$ cat src/rtl/buffer_pser_pkg.sv
// rtl/buffer_pser_pkg.sv - shared FSM state type and frame-bit mapping helpers for buffer_pser
package buffer_pser_pkg;

  typedef enum logic [1:0] {
    IDLE  = 2'd0,
    SHIFT = 2'd1,
    PAR   = 2'd2
  } state_t;

  function automatic int frame_bits(input int depth, input int in_w);
    return depth * in_w;
  endfunction

  function automatic int word_of(input int k, input int in_w);
    return k / in_w;
  endfunction

  function automatic int bit_of(input int k, input int in_w, input bit msb_first);
    return msb_first ? (in_w - 1 - (k % in_w)) : (k % in_w);
  endfunction

endpackage

$ cat src/rtl/buffer_pser_bank.sv
// rtl/buffer_pser_bank.sv - one DEPTH x IN_W frame bank with bit-read mux
// Optional running parity accumulator under BUFFER_PSER_PARITY_EN.
module buffer_pser_bank
  import buffer_pser_pkg::*;
#(
  parameter int IN_W      = 4,
  parameter int DEPTH     = 16,
  parameter int MSB_FIRST = 0,
  parameter int IDX_W     = $clog2(DEPTH),
  parameter int CNT_W     = $clog2(frame_bits(DEPTH, IN_W))
) (
  input  logic             clk,
  input  logic             wr_en,
  input  logic [IDX_W-1:0] wr_idx,
  input  logic [IN_W-1:0]  wr_data,
  input  logic [CNT_W-1:0] rd_bit,
  output logic             rd_data
`ifdef BUFFER_PSER_PARITY_EN
  ,
  output logic             parity
`endif
);

  // Contents are deliberately not reset; the full flags gate every read.
  logic [IN_W-1:0] mem [DEPTH];
  logic [IDX_W-1:0] word_sel;
  logic [IN_W-1:0]  shifted;

  always_ff @(posedge clk) begin
    if (wr_en) mem[wr_idx] <= wr_data;
  end

  always_comb begin
    word_sel = IDX_W'(word_of(int'(rd_bit), IN_W));
    shifted  = mem[word_sel] >> bit_of(int'(rd_bit), IN_W, MSB_FIRST != 0);
    rd_data  = shifted[0];
  end

`ifdef BUFFER_PSER_PARITY_EN
  always_ff @(posedge clk) begin
    if (wr_en) parity <= (wr_idx == '0) ? ^wr_data : (parity ^ (^wr_data));
  end
`endif

endmodule

$ cat src/rtl/buffer_pser.sv
// rtl/buffer_pser.sv - ping-pong parallel-in/serial-out frame buffer (top)
// BUFFER_PSER_PARITY_EN appends an even-parity bit to every frame.
module buffer_pser
  import buffer_pser_pkg::*;
#(
  parameter int IN_W      = 4,
  parameter int DEPTH     = 16,
  parameter int MSB_FIRST = 0
) (
  input  logic            clk,
  input  logic            rst,
  input  logic            in_valid,
  output logic            in_ready,
  input  logic [IN_W-1:0] data_in,
  output logic            out_valid,
  input  logic            out_ready,
  output logic            data_out,
  output logic            out_last
);

  localparam int FB    = frame_bits(DEPTH, IN_W);
  localparam int IDX_W = $clog2(DEPTH);
  localparam int CNT_W = $clog2(FB);
  localparam logic [IDX_W-1:0] IDX_LAST = IDX_W'(DEPTH - 1);
  localparam logic [CNT_W-1:0] CNT_LAST = CNT_W'(FB - 1);
  localparam logic [CNT_W-1:0] CNT_PEN  = CNT_W'(FB - 2);

  logic             wr_bank;
  logic             rd_bank;
  logic [IDX_W-1:0] wr_idx;
  logic [1:0]       full;
  logic [1:0]       full_n;
  state_t           state;
  state_t           state_n;
  logic [CNT_W-1:0] cnt;
  logic [CNT_W-1:0] cnt_n;
  logic             dout_n;
  logic             valid_n;
  logic             last_n;
  logic             rd_bank_n;
  logic             rd_clr;
  logic             frame_end;
  logic             free;
  logic             wr_fire;
  logic             wr_done;
  logic [1:0]       bank_bit;
  logic [CNT_W-1:0] rd_sel [2];
`ifdef BUFFER_PSER_PARITY_EN
  logic [1:0]       bank_par;
`endif

  assign in_ready = !full[wr_bank];
  assign wr_fire  = in_valid && in_ready;
  assign wr_done  = wr_fire && (wr_idx == IDX_LAST);
  assign free     = !out_valid || out_ready;

  // The active bank is addressed at the next bit; the idle bank always at bit 0 for a gapless handoff.
  for (genvar b = 0; b < 2; b++) begin : g_bank
    assign rd_sel[b] = (rd_bank == 1'(b) && state == SHIFT) ? cnt + 1'b1 : '0;

    buffer_pser_bank #(
      .IN_W     (IN_W),
      .DEPTH    (DEPTH),
      .MSB_FIRST(MSB_FIRST)
    ) u_bank (
      .clk    (clk),
      .wr_en  (wr_fire && wr_bank == 1'(b)),
      .wr_idx (wr_idx),
      .wr_data(data_in),
      .rd_bit (rd_sel[b]),
      .rd_data(bank_bit[b])
`ifdef BUFFER_PSER_PARITY_EN
      ,
      .parity (bank_par[b])
`endif
    );
  end

  always_comb begin
    full_n = full;
    if (rd_clr)  full_n[rd_bank] = 1'b0;
    if (wr_done) full_n[wr_bank] = 1'b1;
  end

  always_comb begin
    state_n   = state;
    cnt_n     = cnt;
    dout_n    = data_out;
    valid_n   = out_valid;
    last_n    = out_last;
    rd_bank_n = rd_bank;
    rd_clr    = 1'b0;
    frame_end = 1'b0;
    case (state)
      IDLE: begin
        if (full[rd_bank]) begin
          dout_n  = bank_bit[rd_bank];
          valid_n = 1'b1;
          last_n  = 1'b0;
          cnt_n   = '0;
          state_n = SHIFT;
        end
      end
      SHIFT: begin
        if (free) begin
          if (cnt == CNT_LAST) begin
`ifdef BUFFER_PSER_PARITY_EN
            dout_n  = bank_par[rd_bank];
            last_n  = 1'b1;
            state_n = PAR;
`else
            frame_end = 1'b1;
`endif
          end else begin
            dout_n = bank_bit[rd_bank];
            cnt_n  = cnt + 1'b1;
`ifdef BUFFER_PSER_PARITY_EN
            last_n = 1'b0;
`else
            last_n = (cnt == CNT_PEN);
`endif
          end
        end
      end
`ifdef BUFFER_PSER_PARITY_EN
      PAR: begin
        if (free) frame_end = 1'b1;
      end
`endif
      default: state_n = IDLE;
    endcase

    if (frame_end) begin
      rd_clr    = 1'b1;
      rd_bank_n = ~rd_bank;
      last_n    = 1'b0;
      cnt_n     = '0;
      if (full[~rd_bank]) begin
        dout_n  = bank_bit[~rd_bank];
        valid_n = 1'b1;
        state_n = SHIFT;
      end else begin
        dout_n  = 1'b0;
        valid_n = 1'b0;
        state_n = IDLE;
      end
    end
  end

  always_ff @(posedge clk or posedge rst) begin
    if (rst) begin
      state     <= IDLE;
      cnt       <= '0;
      data_out  <= 1'b0;
      out_valid <= 1'b0;
      out_last  <= 1'b0;
      rd_bank   <= 1'b0;
      wr_bank   <= 1'b0;
      wr_idx    <= '0;
      full      <= 2'b00;
    end else begin
      state     <= state_n;
      cnt       <= cnt_n;
      data_out  <= dout_n;
      out_valid <= valid_n;
      out_last  <= last_n;
      rd_bank   <= rd_bank_n;
      full      <= full_n;
      if (wr_fire) begin
        wr_idx <= wr_idx + 1'b1;
        if (wr_done) wr_bank <= ~wr_bank;
      end
    end
  end

endmodule

$ cat config.mk
export PLATFORM = sky130hd
export DESIGN_NAME = buffer_pser
export DESIGN_NICKNAME = d
export VERILOG_FILES = /design/src/rtl/buffer_pser_pkg.sv /design/src/rtl/buffer_pser_bank.sv /design/src/rtl/buffer_pser.sv
export SDC_FILE = /design/constraint.sdc
export NUM_CORES = 1
export LEC_CHECK = 0
export ABC_AREA = 1
export CAP_MARGIN = 20
export CORE_UTILIZATION = 56
export DETAILED_ROUTE_END_ITERATION = 7
export PLACE_DENSITY = 0.84
export SYNTH_ARGS = -nofsm -noshare
export SYNTH_HDL_FRONTEND = slang
export SYNTH_HIERARCHICAL = 1
export SYNTH_SLANG_ARGS = --single-unit
$ cat constraint.sdc
create_clock -name clk -period 2.19 [get_ports clk]
set_input_delay 0.219 -clock clk [delete_from_list [all_inputs] [get_ports clk]]
set_output_delay 0.219 -clock clk [all_outputs]
set_load 0.05 [all_outputs]
==> flow_metrics.env, run 1 <==
export IMPL_die_y_um=110
export IMPL_antenna_found_initial=0
export IMPL_synthCells=628
export IMPL_start_util_pct=58.6
export IMPL_crit_path_start_kind="flip-flop"
export IMPL_routed_wl_um=20100
export IMPL_fin_crit_ns=2.97
export IMPL_finalHoldViolCount=0
export IMPL_post_synth_top_area_cell="edfxtp_1"
export IMPL_wl_per_cell_um=24.3
export IMPL_clk_path_buf_depth=2
export IMPL_internal_power_mw=4.98
export IMPL_grt_overflow=0
export IMPL_status="complete, but fails checks"
export IMPL_power_switching_mw=2.06
export IMPL_r2r_slack_ns=-0.78
export IMPL_path_class="flip-flop to flip-flop"
export IMPL_synthMuxAreaShare_pct=0
export IMPL_power_mw=7.04
export IMPL_synth_top_cell_area_share_pct=59.2
export IMPL_drt_iter0_drc=1257
export IMPL_setup_viol=37
export IMPL_synth_async_sr_flop_share_pct=12.3
export IMPL_synthesis_nets=639
export IMPL_synthToLayoutAreaGrowth_pct=24.0
export IMPL_clock_fmax_ghz=0.336
export IMPL_cts_hold_buf=0
export IMPL_critical_path_arrival_ns=3.34
export IMPL_power_density_mw_per_mm2=875
export IMPL_leakagePower_nw=3.13
export IMPL_seqPwrFrac_pct=48.0
export IMPL_maxSlewHeadroom_pct=51.8
export IMPL_drcViolationCount=0
export IMPL_crit_end="data_out$_DFFE_PP0P_"
export IMPL_slew_viol_final=0
export IMPL_pwr_share_clk_pct=40.3
export IMPL_io_buffer_count=11
export IMPL_gp_congestion=0.926
export IMPL_cp_end_kind="flip-flop"
export IMPL_fin_util_pct=72.7
export IMPL_clock_root_buffer="clkbuf_16"
export IMPL_antenna_cells=0
export IMPL_grt_pass1_wl_um=23100
export IMPL_min_path_type="input port to asynchronous set/reset pin"
export IMPL_synthXorXnorAreaFrac_pct=0.809
export IMPL_grt_max_degree=33
export IMPL_design_core_area_sq_mm=0.0111
export IMPL_hpwlAfterDp_um=9210
export IMPL_setup_ws_ns=-0.783
export IMPL_rsz0062_at_grt="yes"
export IMPL_synth_ff_type="edfxtp_1"
export IMPL_timing_rr_start="cnt[1]$_DFFE_PP0P_"
export IMPL_r2r_end="data_out$_DFFE_PP0P_"
export IMPL_grt_pass1_vias=4666
export IMPL_groute_usage_overall_pct=26.6
export IMPL_rows=38
export IMPL_fp_dieW_um=110
export IMPL_drv_cap=0
export IMPL_peakVddDrop_mv=0.980
export IMPL_htree_levels=4
export IMPL_yosysSeqAreaShare_pct=66.1
export IMPL_netSwitchingFraction_pct=29.2
export IMPL_routed_via_count=5547
export IMPL_synth_distinct_cells=25
export IMPL_drtPass1Iterations=8
export IMPL_synth_area_sq_mm=0.00650
export IMPL_drive_above_1_share_pct=23.1
export IMPL_comb_power_share_pct=11.7
export IMPL_synth_compound_area_share_pct=0.924
export IMPL_synth_top_family_by_area="simple AND/OR/NAND/NOR gates"
export IMPL_reg2reg_depth=20
export IMPL_violations="negative setup slack"
export IMPL_critPathRequiredTime_ns=2.55
export IMPL_skew_ns=0.00979
export IMPL_ios=12
export IMPL_startpoint="cnt[1]$_DFFE_PP0P_"
export IMPL_synth_top_cells_by_area="edfxtp_1 (59%), nand2_1 (13%), nand3_1 (9.1%)"
export IMPL_synth_enable_flop_cells=128
export IMPL_ant_nets=0
export IMPL_syn_area_per_cell_sq_um=10.3
export IMPL_cts_tree="yes"
export IMPL_synthSimpleGateAreaFrac_pct=26.4
export IMPL_die_area_sq_mm=0.0120
export IMPL_tightestPinTransition_ns=0.722
export IMPL_path_clk_slew_ns=0.07
export IMPL_synth_seq_cells=146
export IMPL_fin_crit_sh_pct=136
export IMPL_ys_warn_count=6
export IMPL_num_nets_final=686
export IMPL_clock_latency_ns=0.43
export IMPL_cts_buffers=17
export IMPL_cp_max_fo=16
export IMPL_viasPerCell=6.70
export IMPL_synth_fa_ha_area_share_pct=0.578
export IMPL_clock_sinks=146
-- cell usage after synthesis (4+ instances only) --
cell      number
buf_2          5
buf_4         10
buf_6          8
dfrtp_1       18
edfxtp_1     128
inv_1         28
nand2_1      219
nand3_1      118
nand3b_1       5
nor2_1        53
o21ai_0        7
xor2_1         4
-- final cells by class --
class / instances / area (sq um)
inverter: 35 / 175
fill: 599 / 3020
tap: 140 / 175
timing repair buffer: 49 / 566
multi-input combinational: 424 / 2240
sequential: 146 / 4300
timing repair inverter: 2 / 27.5
clock inverter: 15 / 149
clock buffer: 17 / 425
-- critical path, stage by stage (launching register included) --
cell     delay, ns
dfrtp_1       0.45
buf_6         0.16
nand3_4       0.11
xor2_4        0.23
nor2_4        0.33
inv_4         0.18
nand3_1       0.13
nand3_1       0.25
nand2_1       0.19
nand2_1       0.08
nand3_2       0.09
nand3_2       0.08
nand2_2       0.08
nand2_2       0.05
nand2_1       0.05
nand2_1       0.04
inv_1         0.07
nand3_1       0.09
nand2_1       0.10
nand2_1       0.06
nand2_1       0.07
-- through the flow --
step / setup slack [ns] / setup TNS [ns] / cells / cell area (sq um) / hold WS (ns)
after floorplan: 0.0123 / 0 / 628 / 6500 / 0.158
after global placement: -0.228 / -0.228 / 789 / 6890 / 0.463
after detailed placement: -0.329 / -0.329 / 789 / 6890 / 0.477
after CTS: -0.219 / -0.219 / 822 / 7550 / 0.221
after global routing: -0.808 / -3.26 / 828 / 8060 / 0.315
final: -0.783 / -2.00 / 828 / 8060 / 0.204
-- how the worst min path moves through the flow --
stage	slack, ns	startpoint	endpoint
finish	0.20	rst	rd_bank$_DFFE_PP0N_
global route	0.31	rst	rd_bank$_DFFE_PP0N_
CTS	0.22	rst	out_valid$_DFFE_PP0P_
detailed placement	0.48	out_last$_DFFE_PP0P_	out_last$_DFFE_PP0P_
global placement	0.46	out_last$_DFFE_PP0P_	out_last$_DFFE_PP0P_
floorplan	0.16	rst	cnt[0]$_DFFE_PP0P_
-- registers in the layout, summed over array words and instances (netlist names), 2 cells and up --
signal,cells
wr_idx,4
full,2
cnt,6
g_bank.u_bank/mem,128
-- what timing repair did --
item,4_1_cts,5_1_grt
buffers inserted,0,0
cloned,1,6
resized for setup,17,89
pin swaps,4,37
setup endpoints to repair,1,10
-- routing by layer --
| metal | routed length (um) | track usage [%] |
|---|---|---|
| met5 | 0 | 0 |
| met3 | 2710 | 7.35 |
| met4 | 1430 | 14.7 |
| met2 | 9130 | 41.9 |
| met1 | 6810 | 33.5 |
-- cell usage in the layout (no fill, tap or decap), types with 4 or more instances in the layout --
cell type / n
inv_6: 5
nand2_2: 21
buf_4: 24
nand3_2: 34
clkinvlp_4: 4
clkdlybuf4s50_1: 10
buf_6: 4
inv_2: 6
nor2_2: 5
buf_12: 5
clkbuf_16: 21
o21ai_0: 7
nand3_1: 85
dfrtp_1: 17
nand3b_1: 5
nand2_1: 196
inv_1: 25
edfxtp_1: 128
nor2_4: 6
nor2_1: 43
nand2_4: 4
-- logic make-up after synthesis --
family / count (synthesis)
buf+inv: 58
fa+ha+maj: 3
xor+xnor: 6
compound gates: 11
flops: 146
simple gates: 404
-- power groups by stage --
stage          clock network [mW]  registers [mW]  logic (mW)
3_3_place_gp                    0            3.40       0.681
6_report                     2.84            3.38       0.822
5_1_grt                      2.95            3.39       0.848
3_5_place_dp                    0            3.41       0.701
4_1_cts                      2.80            3.35       0.711
2_1_floorplan                   0            3.36       0.451
Note: power is estimated with default switching activity, not from simulation.
==> run 2, diff against run 1 <==
Settings changed: CORE_UTILIZATION 56 to 57, DONT_BUFFER_PORTS set to 1, PLACE_DENSITY 0.84 to 0.83, SETUP_SLACK_MARGIN set to 0.02.
==> flow_metrics.env, run 2 (synthesis results as in run 1) <==
export IMPL_status="complete, but fails checks"
export IMPL_violations="design-rule violations, negative setup slack"
export IMPL_setup_ws_ns=-0.747
export IMPL_synthToLayoutAreaGrowth_pct=28.0
export IMPL_clock_sinks=146
export IMPL_power_density_mw_per_mm2=886
export IMPL_clock_latency_ns=0.43
export IMPL_seqPwrFrac_pct=45.8
export IMPL_clk_path_buf_depth=2
export IMPL_wl_per_cell_um=25.7
export IMPL_cts_buffers=17
export IMPL_critical_path_arrival_ns=3.26
export IMPL_antenna_cells=0
export IMPL_fp_dieW_um=109
export IMPL_grt_pass1_vias=4950
export IMPL_post_place_ws_ns=-0.361
export IMPL_drv_cap=0
export IMPL_grt_overflow=0
export IMPL_netSwitchingFraction_pct=26.7
export IMPL_rsz0062_at_grt="yes"
export IMPL_r2r_slack_ns=-0.75
export IMPL_drcViolationCount=5
export IMPL_start_util_pct=59.1
export IMPL_final_common_cell="nand2_1"
export IMPL_num_nets_final=692
export IMPL_path_clk_slew_ns=0.07
export IMPL_dpl_cell_area_sq_mm=0.00674
export IMPL_routed_wl_um=21400
export IMPL_final_cell_mix="nand2_1 (188), edfxtp_1 (128), nand3_1 (72), nand3_2 (48), nand2_2 (31)"
export IMPL_ios=12
export IMPL_antenna_found_initial=1
export IMPL_critPathRequiredTime_ns=2.51
export IMPL_htree_levels=4
export IMPL_crit_path_start_kind="flip-flop"
export IMPL_clock_root_buffer="clkbuf_16"
export IMPL_gp_congestion=0.920
export IMPL_fin_setup_tns_ns=-0.803
export IMPL_cp_end_kind="flip-flop"
export IMPL_fin_crit_ns=2.94
export IMPL_tightestPinTransition_ns=0.831
export IMPL_drive_above_1_share_pct=30.7
export IMPL_path_class="flip-flop to flip-flop"
export IMPL_fin_util_pct=75.7
export IMPL_stdcell_area_sq_mm=0.00832
export IMPL_rows=38
export IMPL_drt_iter0_drc=1339
export IMPL_comb_power_share_pct=11.9
export IMPL_io_buffer_count=0
export IMPL_drtPass1Iterations=8
export IMPL_routed_via_count=5787
export IMPL_grt_pass1_wl_um=24700
export IMPL_leakagePower_nw=3.24
export IMPL_min_path_type="input port to flip-flop"
export IMPL_largest_reg_flops=128
export IMPL_regMostFlops="g_bank.u_bank/mem"
export IMPL_slew_viol_final=0
export IMPL_viasPerCell=6.95
export IMPL_ant_nets=0
export IMPL_top_regs="g_bank.u_bank/mem (128), cnt (6), wr_idx (4)"
export IMPL_design_core_area_sq_mm=0.0110
export IMPL_internal_power_mw=5.41
export IMPL_pwr_share_clk_pct=42.2
export IMPL_power_switching_mw=1.97
export IMPL_clock_fmax_ghz=0.340
export IMPL_skew_ns=0.0243
export IMPL_die_y_um=109
export IMPL_hpwlAfterDp_um=9460
export IMPL_peakVddDrop_mv=0.603
export IMPL_cts_tree="yes"
export IMPL_maxSlewHeadroom_pct=44.0
export IMPL_finalHoldViolCount=0
export IMPL_groute_usage_overall_pct=28.8
export IMPL_setup_viol=2
export IMPL_cp_max_fo=32
export IMPL_fin_crit_sh_pct=134
export IMPL_grt_max_degree=33
export IMPL_holdWs_ns=0.104
export IMPL_die_area_sq_mm=0.0118
[run 2: cell count changes in the layout (fill, tap and decap cells not counted), sizes merged, moves of 4 or more]
cell and change:
buf +15, bufinv +4, clkdlybuf4s50 -10, clkinv +4
clkinvlp -4, inv -7
[run 2: stage by stage]
step           total power, mW  std cells
2_1_floorplan             3.81        628
3_3_place_gp              3.99        774
3_5_place_dp              4.03        774
4_1_cts                   7.12        812
5_1_grt                   7.52        833
6_report                  7.37        833
[run 2: cell type report]
type,count,area (sq um)
sequential,146,4300
fill,503,2670
multi-input combinational,424,2380
timing repair buffer,55,656
clock buffer,19,433
clock inverter,12,189
tap,140,175
inverter,35,164
timing repair inverter,2,25.0
[run 2: final timing paths]
kind,startpoint,endpoint,cells past startpoint
max in group asynchronous,rst,cnt[0]$_DFFE_PP0P_,2
worst max-delay path,cnt[2]$_DFFE_PP0P_,data_out$_DFFE_PP0P_,22
min in group asynchronous,rst,data_out$_DFFE_PP0P_,2
worst max register to register,cnt[2]$_DFFE_PP0P_,data_out$_DFFE_PP0P_,22
worst min register to register,cnt[5]$_DFFE_PP0P_,cnt[5]$_DFFE_PP0P_,2
worst min-delay path,data_in[3],g_bank[1].u_bank/mem[9][3]$_DFFE_PP_,1
[run 2: worst max-delay path: stages, from the launching register on]
cell and delay [ns]:
dfrtp_1 0.47, buf_4 0.21, xnor2_4 0.17, buf_6 0.13
nor2_4 0.16, buf_12 0.18, inv_12 0.08, nand2_1 0.08
nand3_1 0.14, nand3_2 0.12, nand2_2 0.06, nand2_1 0.13
nand3_2 0.16, nand3_2 0.11, nand2_2 0.08, nand2_1 0.07
nand2_1 0.07, nand2_1 0.06, inv_1 0.05, nand3_1 0.07
nand2_1 0.09, nand2_1 0.06, nand2_1 0.06
[run 2: what timing repair did]
| item | 4_1_cts | 5_1_grt |
|---|---|---|
| gates cloned | 0 | 7 |
| endpoints found under the hold margin | 146 | 0 |
| setup endpoints to repair | 1 | 97 |
| hold buffers | 5 | 0 |
| gates resized for setup | 25 | 133 |
| pin swaps | 3 | 45 |
| buffers inserted | 2 | 14 |
[run 2: routing by layer]
| metal | track usage, % | routed length, um |
|---|---|---|
| met5 | 0 | 0 |
| met1 | 35.1 | 6950 |
| met4 | 18.5 | 1770 |
| met3 | 9.15 | 3190 |
| met2 | 44.4 | 9460 |
[run 2: power by group through the flow]
stage                     registers [mW]  logic [mW]  clock network, mW
final                               3.38       0.881               3.11
after global routing                3.39       0.918               3.22
after CTS                           3.35       0.691               3.08
after detailed placement            3.40       0.621                  0
after global placement              3.39       0.598                  0
after floorplan                     3.36       0.451                  0
==> run 3, diff against run 2 <==
Settings changed: GPL_TIMING_DRIVEN set to 0.
==> flow_metrics.env, run 3 (synthesis results as in run 1) <==
export IMPL_status="complete, but fails checks"
export IMPL_violations="negative setup slack"
export IMPL_wl_per_cell_um=20.2
export IMPL_grt_pass1_vias=4878
export IMPL_groute_usage_overall_pct=28.5
export IMPL_drcViolationCount=0
export IMPL_reg2reg_depth=21
export IMPL_dpl_cell_area_sq_mm=0.00668
export IMPL_antenna_found_initial=0
export IMPL_drtPass1Iterations=8
export IMPL_fp_dieW_um=109
export IMPL_fin_crit_sh_pct=119
export IMPL_cp_max_fo=10
export IMPL_power_mw=7.09
export IMPL_drt_iter0_drc=761
export IMPL_top_regs="g_bank.u_bank/mem (128), cnt (6), wr_idx (4)"
export IMPL_rows=38
export IMPL_setup_viol=1
export IMPL_ios=12
export IMPL_final_common_cell="nand2_1"
export IMPL_start_util_pct=59.1
export IMPL_largest_reg_flops=128
export IMPL_hpwlAfterDp_um=9030
export IMPL_leakagePower_nw=2.99
export IMPL_power_density_mw_per_mm2=912
export IMPL_crit_path_start_kind="flip-flop"
export IMPL_fin_util_pct=70.8
export IMPL_regMostFlops="g_bank.u_bank/mem"
export IMPL_finalHoldViolCount=0
export IMPL_clock_fmax_ghz=0.385
export IMPL_grt_max_degree=33
export IMPL_met3_length_um=1740
export IMPL_gp_congestion=0.841
export IMPL_num_nets_final=678
export IMPL_die_area_sq_mm=0.0118
export IMPL_die_y_um=109
export IMPL_peakVddDrop_mv=0.707
export IMPL_holdPathStages=2
export IMPL_grt_pass1_wl_um=24500
export IMPL_drv_cap=0
export IMPL_final_cell_mix="nand2_1 (212), edfxtp_1 (128), nand3_1 (101), inv_1 (26), buf_4 (26)"
export IMPL_fin_crit_ns=2.60
export IMPL_cp_end_kind="flip-flop"
export IMPL_min_path_type="input port to flip-flop"
export IMPL_cts_tree="yes"
export IMPL_wl_met1_um=6140
export IMPL_viasPerCell=6.19
export IMPL_skew_ns=0.0112
export IMPL_path_class="flip-flop to flip-flop"
export IMPL_route_met2_wl_um=8080
export IMPL_ant_nets=0
export IMPL_htree_levels=4
export IMPL_clk_path_buf_depth=2
export IMPL_tightestPinTransition_ns=0.697
export IMPL_routed_via_count=5078
export IMPL_slew_viol_final=0
export IMPL_path_clk_slew_ns=0.07
export IMPL_rsz0062_at_grt="yes"
export IMPL_grt_overflow=0
export IMPL_clock_sinks=146
export IMPL_antenna_cells=0
export IMPL_cts_buffers=17
export IMPL_critical_path_arrival_ns=2.96
export IMPL_design_core_area_sq_mm=0.0110
export IMPL_clock_latency_ns=0.42
export IMPL_stdcell_area_sq_mm=0.00777
export IMPL_maxSlewHeadroom_pct=53.5
export IMPL_top_layer="met4"
export IMPL_routed_wl_um=16600
export IMPL_setup_ws_ns=-0.409
export IMPL_io_buffer_count=0
export IMPL_drive_above_1_share_pct=22.8
export IMPL_critPathRequiredTime_ns=2.55
export IMPL_clock_root_buffer="clkbuf_16"
export IMPL_synthToLayoutAreaGrowth_pct=19.7
run 3: changes by cell type in the layout (fill, tap and decap cells not counted), sizes merged:
cell / change
buf: -8
bufinv: -4
clkbuf: -5
clkinv: -7
clkinvlp: +6
inv: +5
run 3: layout make-up:
class | count | area (sq um)
multi-input combinational | 424 | 2160
inverter | 35 | 154
clock buffer | 18 | 429
clock inverter | 14 | 144
buffer | 23 | 208
tap | 140 | 175
timing repair buffer | 20 | 203
sequential | 146 | 4300
fill | 639 | 3210
run 3: power breakdown:
part	internal (mW)	switching, mW
Sequential	3.20	0.188
Clock	1.60	1.20
Combinational	0.209	0.697
run 3: metal layers:
metal / up-vias / track usage, %
li1: 2213 / -
met1: 2404 / 35.3
met2: 394 / 46.2
met3: 67 / 6.93
met4: 0 / 15.4
met5: - / 0
run 3: final timing paths:
| check | from | end | slack, ns |
|---|---|---|---|
| max in group asynchronous | rst | cnt[0]$_DFFE_PP0P_ | 1.36 |
| min in group asynchronous | rst | cnt[4]$_DFFE_PP0P_ | 0.35 |
| min | in_valid | wr_idx[0]$_DFFE_PP0P_ | 0.06 |
| max | cnt[1]$_DFFE_PP0P_ | data_out$_DFFE_PP0P_ | -0.41 |
| max reg2reg | cnt[1]$_DFFE_PP0P_ | data_out$_DFFE_PP0P_ | -0.41 |
| min reg2reg | cnt[5]$_DFFE_PP0P_ | cnt[5]$_DFFE_PP0P_ | 0.56 |
run 3: worst max-delay path, stage by stage, from the launching register on:
cell,delay [ns]
dfrtp_2,0.45
ha_4,0.20
xnor2_2,0.16
nor2_2,0.14
buf_6,0.15
buf_4,0.18
nand2_1,0.11
nand3_1,0.14
nand3_2,0.09
nand2_1,0.11
nand2_1,0.08
nand3_1,0.10
nand3_1,0.08
nand2_1,0.10
nand2_1,0.06
nand2_1,0.07
nand2_1,0.04
inv_1,0.04
nand3_1,0.06
nand2_1,0.07
nand2_1,0.04
nand2_1,0.05
run 3: repair_timing:
item,in CTS,in global routing
buffers inserted,9,6
cloned,0,0
hold endpoints to repair,146,0
endpoints found under the setup margin,121,129
pin swaps,10,18
hold buffers,5,0
resized for setup,55,33
run 3: per-stage QoR:
| step | hold slack (ns) | instances | setup TNS, ns | setup slack (ns) |
|---|---|---|---|---|
| 4_1_cts | 0.0719 | 814 | -0.293 | -0.276 |
| 3_3_place_gp | 0.238 | 768 | -0.362 | -0.362 |
| 3_5_place_dp | 0.254 | 768 | -2.53 | -0.425 |
| 2_1_floorplan | 0.158 | 628 | 0 | 0.0349 |
| 6_report | 0.0618 | 820 | -0.409 | -0.409 |
| 5_1_grt | 0.0495 | 820 | -0.556 | -0.546 |
